<file path="src/rtl/pipe_ctl_pkg.sv">
// Shared types and constants for the pipeline hazard controller.
package pipe_ctl_pkg;

    // Controller FSM: normal issue, or holding the pipe for a multi-cycle multiply.
    typedef enum logic {
        RUN = 1'b0,
        MUL = 1'b1
    } state_e;

    localparam int REG_AW_DEF  = 5;   // default register-address width
    localparam int STALL_CNT_W = 16;  // width of the saturating stall counter
    localparam int MUL_CNT_W   = 4;   // enough for MUL_CYCLES up to 15

endpackage

</file>
<file path="src/rtl/pipe_hazard_ctl_if.sv">
// Bundle of pipeline-stage inputs and hazard/flush controls.
// master: the datapath (drives stage info, receives controls).
// slave : the hazard controller.
interface pipe_hazard_ctl_if
    import pipe_ctl_pkg::*;
#(
    parameter int REG_AW = REG_AW_DEF
);
    // ID-stage sources
    logic [REG_AW-1:0]      id_rs1;
    logic [REG_AW-1:0]      id_rs2;
    logic                   id_use_rs1;
    logic                   id_use_rs2;
    // EX-stage producer
    logic [REG_AW-1:0]      ex_rd;
    logic                   ex_regwrite;
    logic                   ex_load;
    logic                   ex_mul;
    logic                   branch_taken;
    // MEM-stage producer
    logic [REG_AW-1:0]      mem_rd;
    logic                   mem_regwrite;
    // Controls back to the datapath
    logic                   pc_stall;
    logic                   ifid_stall;
    logic                   ifid_flush;
    logic                   idex_flush;
    logic                   ex_stall;
    logic                   exmem_flush;
    logic                   mul_busy;
    logic [STALL_CNT_W-1:0] stall_cycles;

    modport master (
        output id_rs1, id_rs2, id_use_rs1, id_use_rs2,
               ex_rd, ex_regwrite, ex_load, ex_mul, branch_taken,
               mem_rd, mem_regwrite,
        input  pc_stall, ifid_stall, ifid_flush, idex_flush,
               ex_stall, exmem_flush, mul_busy, stall_cycles
    );

    modport slave (
        input  id_rs1, id_rs2, id_use_rs1, id_use_rs2,
               ex_rd, ex_regwrite, ex_load, ex_mul, branch_taken,
               mem_rd, mem_regwrite,
        output pc_stall, ifid_stall, ifid_flush, idex_flush,
               ex_stall, exmem_flush, mul_busy, stall_cycles
    );

endinterface

</file>
<file path="src/rtl/hazard_cmp.sv">
// One source-versus-destination dependency check: the source is really read,
// the destination is really written, the addresses match, and the register
// is not the hard-wired zero register.
module hazard_cmp #(
    parameter int AW = 5
) (
    input  logic [AW-1:0] src_i,
    input  logic          src_use_i,
    input  logic [AW-1:0] dst_i,
    input  logic          dst_we_i,
    output logic          match_o
);

    assign match_o = src_use_i && dst_we_i && (src_i != '0) && (src_i == dst_i);

endmodule

</file>
<file path="src/rtl/pipe_hazard_ctl.sv">
// Pipeline hazard controller: load-use / RAW stalls, branch flushes and a
// multi-cycle multiply hold in EX, plus a saturating count of PC-stall cycles.
// Build option PIPE_FORWARD_EN: with full forwarding only a load in EX can
// cause a bubble; without it, any pending EX or MEM write to a source stalls.
module pipe_hazard_ctl
    import pipe_ctl_pkg::*;
#(
    parameter int MUL_CYCLES = 4,          // EX multiply latency, 1..15
    parameter int REG_AW     = REG_AW_DEF
) (
    input  logic             clk,
    input  logic             reset,        // synchronous, active high
    pipe_hazard_ctl_if.slave bus
);

    // A 1-cycle multiply never needs the hold state.
    localparam bit                   MUL_EN   = (MUL_CYCLES > 1);
    localparam logic [MUL_CNT_W-1:0] MUL_LOAD = MUL_EN ? MUL_CNT_W'(MUL_CYCLES - 2) : '0;
    localparam logic [STALL_CNT_W-1:0] STALL_MAX = '1;

    state_e                 state_q;
    logic [MUL_CNT_W-1:0]   mul_cnt_q;
    logic [STALL_CNT_W-1:0] stall_cnt_q;
    logic [STALL_CNT_W-1:0] stall_cnt_d;

    // ------------------------------------------------------------------
    // Which in-flight destinations can still be a hazard
    // ------------------------------------------------------------------
    logic ex_we;
    logic mem_we;
    logic unused_cfg;

`ifdef PIPE_FORWARD_EN
    // Forwarding covers everything except data still coming back from memory.
    assign ex_we      = bus.ex_regwrite & bus.ex_load;
    assign mem_we     = 1'b0;
    assign unused_cfg = bus.mem_regwrite;
`else
    // No bypass: wait until the producer has written the register file.
    assign ex_we      = bus.ex_regwrite;
    assign mem_we     = bus.mem_regwrite;
    assign unused_cfg = bus.ex_load;
`endif

    logic rs1_ex_hit;
    logic rs2_ex_hit;
    logic rs1_mem_hit;
    logic rs2_mem_hit;

    hazard_cmp #(.AW(REG_AW)) u_rs1_ex (
        .src_i    (bus.id_rs1),
        .src_use_i(bus.id_use_rs1),
        .dst_i    (bus.ex_rd),
        .dst_we_i (ex_we),
        .match_o  (rs1_ex_hit)
    );

    hazard_cmp #(.AW(REG_AW)) u_rs2_ex (
        .src_i    (bus.id_rs2),
        .src_use_i(bus.id_use_rs2),
        .dst_i    (bus.ex_rd),
        .dst_we_i (ex_we),
        .match_o  (rs2_ex_hit)
    );

    hazard_cmp #(.AW(REG_AW)) u_rs1_mem (
        .src_i    (bus.id_rs1),
        .src_use_i(bus.id_use_rs1),
        .dst_i    (bus.mem_rd),
        .dst_we_i (mem_we),
        .match_o  (rs1_mem_hit)
    );

    hazard_cmp #(.AW(REG_AW)) u_rs2_mem (
        .src_i    (bus.id_rs2),
        .src_use_i(bus.id_use_rs2),
        .dst_i    (bus.mem_rd),
        .dst_we_i (mem_we),
        .match_o  (rs2_mem_hit)
    );

    logic data_hazard;
    logic branch_eff;

    assign data_hazard = rs1_ex_hit | rs2_ex_hit | rs1_mem_hit | rs2_mem_hit;
    // A multiply issuing in EX takes precedence over a branch resolving there.
    assign branch_eff  = bus.branch_taken & ~bus.ex_mul;

    // ------------------------------------------------------------------
    // FSM: enter MUL for the remaining multiply cycles, count down, return
    // ------------------------------------------------------------------
    // NOTE: sequential state uses non-blocking assignments only, so every
    // register samples values from before this edge regardless of block order.
    always_ff @(posedge clk) begin
        if (reset) begin
            state_q   <= RUN;
            mul_cnt_q <= '0;
        end else begin
            unique case (state_q)
                RUN: begin
                    if (MUL_EN && bus.ex_mul) begin
                        state_q   <= MUL;
                        mul_cnt_q <= MUL_LOAD;
                    end
                end
                MUL: begin
                    if (mul_cnt_q == '0) begin
                        state_q <= RUN;
                    end else begin
                        mul_cnt_q <= mul_cnt_q - 1'b1;
                    end
                end
                default: begin
                    state_q   <= RUN;
                    mul_cnt_q <= '0;
                end
            endcase
        end
    end

    // ------------------------------------------------------------------
    // Zero-latency stall/flush decode from state and current stage info
    // ------------------------------------------------------------------
    logic pc_stall;
    logic ifid_stall;
    logic ifid_flush;
    logic idex_flush;
    logic ex_stall;
    logic exmem_flush;
    logic mul_busy;

    // Priority: reset, multiply hold, branch flush, data-hazard bubble.
    always_comb begin
        // NOTE: every output gets a default first so no path leaves one
        // unassigned, which would otherwise infer a latch.
        pc_stall    = 1'b0;
        ifid_stall  = 1'b0;
        ifid_flush  = 1'b0;
        idex_flush  = 1'b0;
        ex_stall    = 1'b0;
        exmem_flush = 1'b0;
        mul_busy    = 1'b0;
        if (reset) begin
            ifid_flush  = 1'b1;
            idex_flush  = 1'b1;
            exmem_flush = 1'b1;
        end else if (state_q == MUL) begin
            pc_stall    = 1'b1;
            ifid_stall  = 1'b1;
            ex_stall    = 1'b1;
            exmem_flush = 1'b1;
            mul_busy    = 1'b1;
        end else if (branch_eff) begin
            ifid_flush  = 1'b1;
            idex_flush  = 1'b1;
        end else if (data_hazard) begin
            pc_stall    = 1'b1;
            ifid_stall  = 1'b1;
            idex_flush  = 1'b1;
        end
    end

    // Saturating count of cycles in which the PC was held.
    always_comb begin
        stall_cnt_d = stall_cnt_q;
        if (pc_stall && (stall_cnt_q != STALL_MAX)) begin
            stall_cnt_d = stall_cnt_q + 1'b1;
        end
    end

    // Stall counter register.
    always_ff @(posedge clk) begin
        if (reset) begin
            stall_cnt_q <= '0;
        end else begin
            stall_cnt_q <= stall_cnt_d;
        end
    end

    assign bus.pc_stall     = pc_stall;
    assign bus.ifid_stall   = ifid_stall;
    assign bus.ifid_flush   = ifid_flush;
    assign bus.idex_flush   = idex_flush;
    assign bus.ex_stall     = ex_stall;
    assign bus.exmem_flush  = exmem_flush;
    assign bus.mul_busy     = mul_busy;
    assign bus.stall_cycles = stall_cnt_q;

endmodule

</file>
<file path="src/flat_wrapper.sv">
// flat-port wrapper written by rule: the top's interface ports become plain ports
module pipe_hazard_ctl_flat import pipe_ctl_pkg::*;
#(
    parameter int MUL_CYCLES = 4,                                       
    parameter int REG_AW     = REG_AW_DEF
)
  (clk, reset, bus_id_rs1, bus_id_rs2, bus_id_use_rs1, bus_id_use_rs2, bus_ex_rd, bus_ex_regwrite, bus_ex_load, bus_ex_mul, bus_branch_taken, bus_mem_rd, bus_mem_regwrite, bus_pc_stall, bus_ifid_stall, bus_ifid_flush, bus_idex_flush, bus_ex_stall, bus_exmem_flush, bus_mul_busy, bus_stall_cycles);
  pipe_hazard_ctl_if #(.REG_AW(REG_AW)) bus_i ();
  input  logic clk;
  input  logic reset;
  input wire logic [$bits(bus_i.id_rs1)-1:0] bus_id_rs1;
  input wire logic [$bits(bus_i.id_rs2)-1:0] bus_id_rs2;
  input wire logic [$bits(bus_i.id_use_rs1)-1:0] bus_id_use_rs1;
  input wire logic [$bits(bus_i.id_use_rs2)-1:0] bus_id_use_rs2;
  input wire logic [$bits(bus_i.ex_rd)-1:0] bus_ex_rd;
  input wire logic [$bits(bus_i.ex_regwrite)-1:0] bus_ex_regwrite;
  input wire logic [$bits(bus_i.ex_load)-1:0] bus_ex_load;
  input wire logic [$bits(bus_i.ex_mul)-1:0] bus_ex_mul;
  input wire logic [$bits(bus_i.branch_taken)-1:0] bus_branch_taken;
  input wire logic [$bits(bus_i.mem_rd)-1:0] bus_mem_rd;
  input wire logic [$bits(bus_i.mem_regwrite)-1:0] bus_mem_regwrite;
  output wire logic [$bits(bus_i.pc_stall)-1:0] bus_pc_stall;
  output wire logic [$bits(bus_i.ifid_stall)-1:0] bus_ifid_stall;
  output wire logic [$bits(bus_i.ifid_flush)-1:0] bus_ifid_flush;
  output wire logic [$bits(bus_i.idex_flush)-1:0] bus_idex_flush;
  output wire logic [$bits(bus_i.ex_stall)-1:0] bus_ex_stall;
  output wire logic [$bits(bus_i.exmem_flush)-1:0] bus_exmem_flush;
  output wire logic [$bits(bus_i.mul_busy)-1:0] bus_mul_busy;
  output wire logic [$bits(bus_i.stall_cycles)-1:0] bus_stall_cycles;
  assign bus_i.id_rs1 = bus_id_rs1;
  assign bus_i.id_rs2 = bus_id_rs2;
  assign bus_i.id_use_rs1 = bus_id_use_rs1;
  assign bus_i.id_use_rs2 = bus_id_use_rs2;
  assign bus_i.ex_rd = bus_ex_rd;
  assign bus_i.ex_regwrite = bus_ex_regwrite;
  assign bus_i.ex_load = bus_ex_load;
  assign bus_i.ex_mul = bus_ex_mul;
  assign bus_i.branch_taken = bus_branch_taken;
  assign bus_i.mem_rd = bus_mem_rd;
  assign bus_i.mem_regwrite = bus_mem_regwrite;
  assign bus_pc_stall = bus_i.pc_stall;
  assign bus_ifid_stall = bus_i.ifid_stall;
  assign bus_ifid_flush = bus_i.ifid_flush;
  assign bus_idex_flush = bus_i.idex_flush;
  assign bus_ex_stall = bus_i.ex_stall;
  assign bus_exmem_flush = bus_i.exmem_flush;
  assign bus_mul_busy = bus_i.mul_busy;
  assign bus_stall_cycles = bus_i.stall_cycles;
  pipe_hazard_ctl #(.MUL_CYCLES(MUL_CYCLES), .REG_AW(REG_AW)) u_core (.clk(clk), .reset(reset), .bus(bus_i));
endmodule
</file>
<file path="config.mk">
export PLATFORM = sky130hd
export DESIGN_NAME = pipe_hazard_ctl_flat
export DESIGN_NICKNAME = d
export VERILOG_FILES = /design/src/rtl/pipe_ctl_pkg.sv /design/src/rtl/pipe_hazard_ctl_if.sv /design/src/rtl/hazard_cmp.sv /design/src/rtl/pipe_hazard_ctl.sv /design/src/flat_wrapper.sv
export SDC_FILE = /design/constraint.sdc
export NUM_CORES = 1
export LEC_CHECK = 0
export ABC_AREA = 1
export BUFFER_PORTS_ARGS = -buffer_cell sky130_fd_sc_hd__buf_2
export CORE_MARGIN = 1
export CORE_UTILIZATION = 42
export CTS_BUF_LIST = sky130_fd_sc_hd__clkbuf_4 sky130_fd_sc_hd__clkbuf_8
export DETAILED_ROUTE_END_ITERATION = 12
export GPL_TIMING_DRIVEN = 0
export PLACE_DENSITY = 0.66
export SLEW_MARGIN = 40
export SYNTH_ARGS = -nofsm -noshare
export SYNTH_HDL_FRONTEND = slang
export SYNTH_SLANG_ARGS = --single-unit
</file>
<file path="constraint.sdc">
create_clock -name clk -period 2.5 [get_ports clk]
set_input_delay 0.125 -clock clk [delete_from_list [all_inputs] [get_ports clk]]
set_output_delay 0.125 -clock clk [all_outputs]
set_load 0.05 [all_outputs]
</file>
==> flow_summary.toml <==
[grt]
globalRouteTotalUtil = 0.207
wire_length_of_the_first_global_routing_pass_mm = 7.13
grt_overflow = 0
largest_net_degree_at_the_start_of_global_routing = 12
vias_in_the_first_global_route = 1711
number_of_antenna_violations_at_the_first_check_in_global_routing = 0

[cts]
clk_root_buffer_cell = "sky130_fd_sc_hd__clkbuf_8"
cts_sinks = 21
worst_skew_pair.late_latency_ns = 0.26
cts_resized = 0
cts-buffers-inserted = 3
post-cts-setup-buffer-count = 0
cts_tree = "built"
ctsLongestPathBuffers = 2
worst_setup_hold_path_clk_slew_ns = 0.08
ctsHtreeMaxLevel = 1
post_cts_hold_buffer_count = 0

[setup_path]
cp_most_frequent_cell = "sky130_fd_sc_hd__inv_1"
reg2reg_slack_ns = 0.83
critical_path.reg2reg.endpoint = "u_core.bus.stall_cycles[11]"
worst-setup-path-type = "reg2out"
critPathArrivalTime_ns = 1.89
critPathMaxStageDelay_ns = 0.43
launching_point_of_the_worst_reg2reg_path = "u_core.bus.stall_cycles[1]"
worst_setup_path_start_kind = "flip-flop"
critical_path.max_fanout = 10
end_kind = "output port"
crit_path_cell_trace = "inv_1, a31oi_1, buf_6, nand2_1, inv_1, buf_4, buf_2"
cp.required_ns = 2.38
critical_path_s_slowest_cell = "sky130_fd_sc_hd__a31oi_1"
cell_count_of_the_worst_reg_to_reg_path = 13

[sta]
fin_setup_tns_ns = 0
post-route-period-util = 0.806
tightest_slew_ns = 0.527
clock.fmax_mhz = 496
slew-limit-headroom = 0.647
timing.final.setup_violations = 0
drv_slew = 0
rsz_0062_raised_after_global_routing = "no"
fin_hold_ws_ns = 0.221
finalHoldViolations = 0
period_needed_ns = 2.01
finClkSkew_ns = 0.00649

[cells_and_area]
antenna_cells_inserted = 0
nets = 387
filler_cell_count = 438
multi_input_logic_area_um2 = 1040
final_util = 0.525
syn2layout_area_growth_pct = 20.4
register_area_um2 = 420
post_route_cells_drive_above_1_share = 0.217

[route]
vias_per_cell = 4.69
dr_total_vias = 1901
antenna_left = 0
routed_wire_length_per_instance_um = 10.2
drc = 4
dr.first_iter.drc_count = 85
dr.pass1.iters = 8
postRouteWirelength_mm = 4.14

[min_path]
min-delay-start = "reset"
min-delay-path-class = "in2reg"
hold_path_depth = 2
worst_hold_path.endpoint = "u_core.bus.stall_cycles[5]"

[power_and_ir_drop]
leakage_uw = 0.00115
power.density_nw_per_um2 = 394
vdd_ir_drop_max_mv = 0.293

[die]
placement_rows = 23
die-height_um = 66.5
boundaryPins = 52
die-area_um2 = 4420
die_w_um = 66.5
coreArea_um2 = 4000
initial_utilization = 0.436

[placement]
gp_congestion = 0.873
place_hpwl_mm = 3.35
port-buffer-count = 49

[synthesis]
ys_seq_area_frac = 0.241
yosys_register_bits = 21
synth.lib_cells_used.distinct = 29
postSynthNetCount = 333
synthCells = 302
synth_area_um2 = 1750
postSynthAreaPerCell_um2 = 5.78
number_of_warnings_issued_by_yosys = 0

[run_status]
status = "complete, but fails checks"
violated_checks = "DRC"

[run]
max_cap_viol_count = 0
## metal layers
metal | wire length, um | vias to the layer above | part of all wire | global-route usage
met5 | 0 | - | 0 | 0
met1 | 2010 | 824 | 0.48 | 0.261
li1 | - | 1037 | - | -
met3 | 132 | 6 | 0.032 | 0.0360
met2 | 1950 | 34 | 0.47 | 0.358
met4 | 53 | 0 | 0.013 | 0.0559
## how the worst max path moves through the flow
stage / from / endpoint / cells after the start
2_1_floorplan: u_core.bus.stall_cycles[1] / u_core.bus.stall_cycles[11] / 13
3_3_place_gp: bus_id_rs2[0] / bus_pc_stall / 13
3_5_place_dp: bus_id_rs1[0] / bus_pc_stall / 13
4_1_cts: u_core.state_q / bus_pc_stall / 7
5_1_grt: u_core.state_q / bus_pc_stall / 7
6_report: u_core.state_q / bus_pc_stall / 7
## report_power, final
group,switching (uW),internal (uW)
clock,115,125
combinational,151,82.0
sequential,9.78,346
## layout by cell type (no fill, tap or decap)
cell	count
sky130_fd_sc_hd__nand2_1	96
sky130_fd_sc_hd__buf_2	49
sky130_fd_sc_hd__inv_1	43
sky130_fd_sc_hd__nor2_1	43
sky130_fd_sc_hd__dfxtp_1	21
sky130_fd_sc_hd__nand4_1	15
sky130_fd_sc_hd__a21oi_1	15
sky130_fd_sc_hd__nand3_1	14
sky130_fd_sc_hd__xor2_1	9
sky130_fd_sc_hd__inv_2	7
sky130_fd_sc_hd__nor3_1	6
sky130_fd_sc_hd__buf_6	5
sky130_fd_sc_hd__nor2_2	3
sky130_fd_sc_hd__o21ai_0	3
sky130_fd_sc_hd__clkbuf_8	3
sky130_fd_sc_hd__o21ai_1	2
sky130_fd_sc_hd__nand3_2	2
sky130_fd_sc_hd__clkbuf_1	2
sky130_fd_sc_hd__nand2_2	2
sky130_fd_sc_hd__ha_1	2
sky130_fd_sc_hd__buf_4	2
sky130_fd_sc_hd__buf_8	1
sky130_fd_sc_hd__a31oi_1	1
sky130_fd_sc_hd__nor3b_1	1
sky130_fd_sc_hd__nor2_4	1
sky130_fd_sc_hd__nand4_2	1
sky130_fd_sc_hd__nand3b_1	1
sky130_fd_sc_hd__nor4_1	1
sky130_fd_sc_hd__and2_1	1
sky130_fd_sc_hd__xnor2_1	1
sky130_fd_sc_hd__and3_1	1
sky130_fd_sc_hd__clkbuf_4	1
## worst max-delay path, delay by kind of cell (launching register included)
family / cells / cell delay, ns
simple gates: 1 / 0.06
compound gates: 1 / 0.43
buf+inv: 5 / 0.75
flops: 1 / 0.38
## flip-flops by register name, indices dropped and copies added (netlist names)
name	cells
u_core.state_q	1
u_core.bus.stall_cycles	16
u_core.mul_cnt_q	4
## area by class of cell
type                    count  share of cell area
repair buffers             49               0.117
multi-input cells         221               0.496
flip-flops and latches     21               0.200
plain buffers              10              0.0446
inverters                  50              0.0893
well taps                  50              0.0298
clock buffers               4              0.0232
## cell families (layout without fill, tap and decap cells)
| kind of cell | Yosys count | count (layout) | synth area share |
|---|---|---|---|
| simple gates | 188 | 188 | 0.472 |
| buf+inv | 60 | 113 | 0.161 |
| xor+xnor | 10 | 10 | 0.0502 |
| fa+ha+maj | 2 | 2 | 0.0143 |
| compound gates | 21 | 21 | 0.0609 |
| flops | 21 | 21 | 0.241 |
## cells in the mapped netlist
cell type / instances / area [um^2]
sky130_fd_sc_hd__a21oi_1: 15 / 75.1
sky130_fd_sc_hd__a31oi_1: 1 / 6.26
sky130_fd_sc_hd__and2_1: 1 / 6.26
sky130_fd_sc_hd__and3_1: 1 / 6.26
sky130_fd_sc_hd__buf_4: 2 / 15.0
sky130_fd_sc_hd__buf_6: 5 / 56.3
sky130_fd_sc_hd__buf_8: 1 / 15.0
sky130_fd_sc_hd__clkbuf_1: 2 / 7.51
sky130_fd_sc_hd__dfxtp_1: 21 / 420
sky130_fd_sc_hd__ha_1: 2 / 25.0
sky130_fd_sc_hd__inv_1: 43 / 161
sky130_fd_sc_hd__inv_2: 7 / 26.3
sky130_fd_sc_hd__nand2_1: 96 / 360
sky130_fd_sc_hd__nand2_2: 2 / 12.5
sky130_fd_sc_hd__nand3_1: 14 / 70.1
sky130_fd_sc_hd__nand3_2: 2 / 20.0
sky130_fd_sc_hd__nand3b_1: 1 / 7.51
sky130_fd_sc_hd__nand4_1: 15 / 93.8
sky130_fd_sc_hd__nand4_2: 1 / 12.5
sky130_fd_sc_hd__nor2_1: 43 / 161
sky130_fd_sc_hd__nor2_2: 3 / 18.8
sky130_fd_sc_hd__nor2_4: 1 / 11.3
sky130_fd_sc_hd__nor3_1: 6 / 30.0
sky130_fd_sc_hd__nor3b_1: 1 / 7.51
sky130_fd_sc_hd__nor4_1: 1 / 6.26
sky130_fd_sc_hd__o21ai_0: 3 / 15.0
sky130_fd_sc_hd__o21ai_1: 2 / 10.0
sky130_fd_sc_hd__xnor2_1: 1 / 8.76
sky130_fd_sc_hd__xor2_1: 9 / 78.8
## per-stage QoR
stage | std cells | total power, uW | setup WS (ns) | cell area, um^2
5_1_grt | 405 | 879 | 0.373 | 2100
3_3_place_gp | 401 | 594 | 0.782 | 2050
6_report | 405 | 828 | 0.486 | 2100
4_1_cts | 405 | 840 | 0.495 | 2100
3_5_place_dp | 401 | 597 | 0.760 | 2050
2_1_floorplan | 302 | 528 | 0.548 | 1750
(Power assumes the default switching activity.)
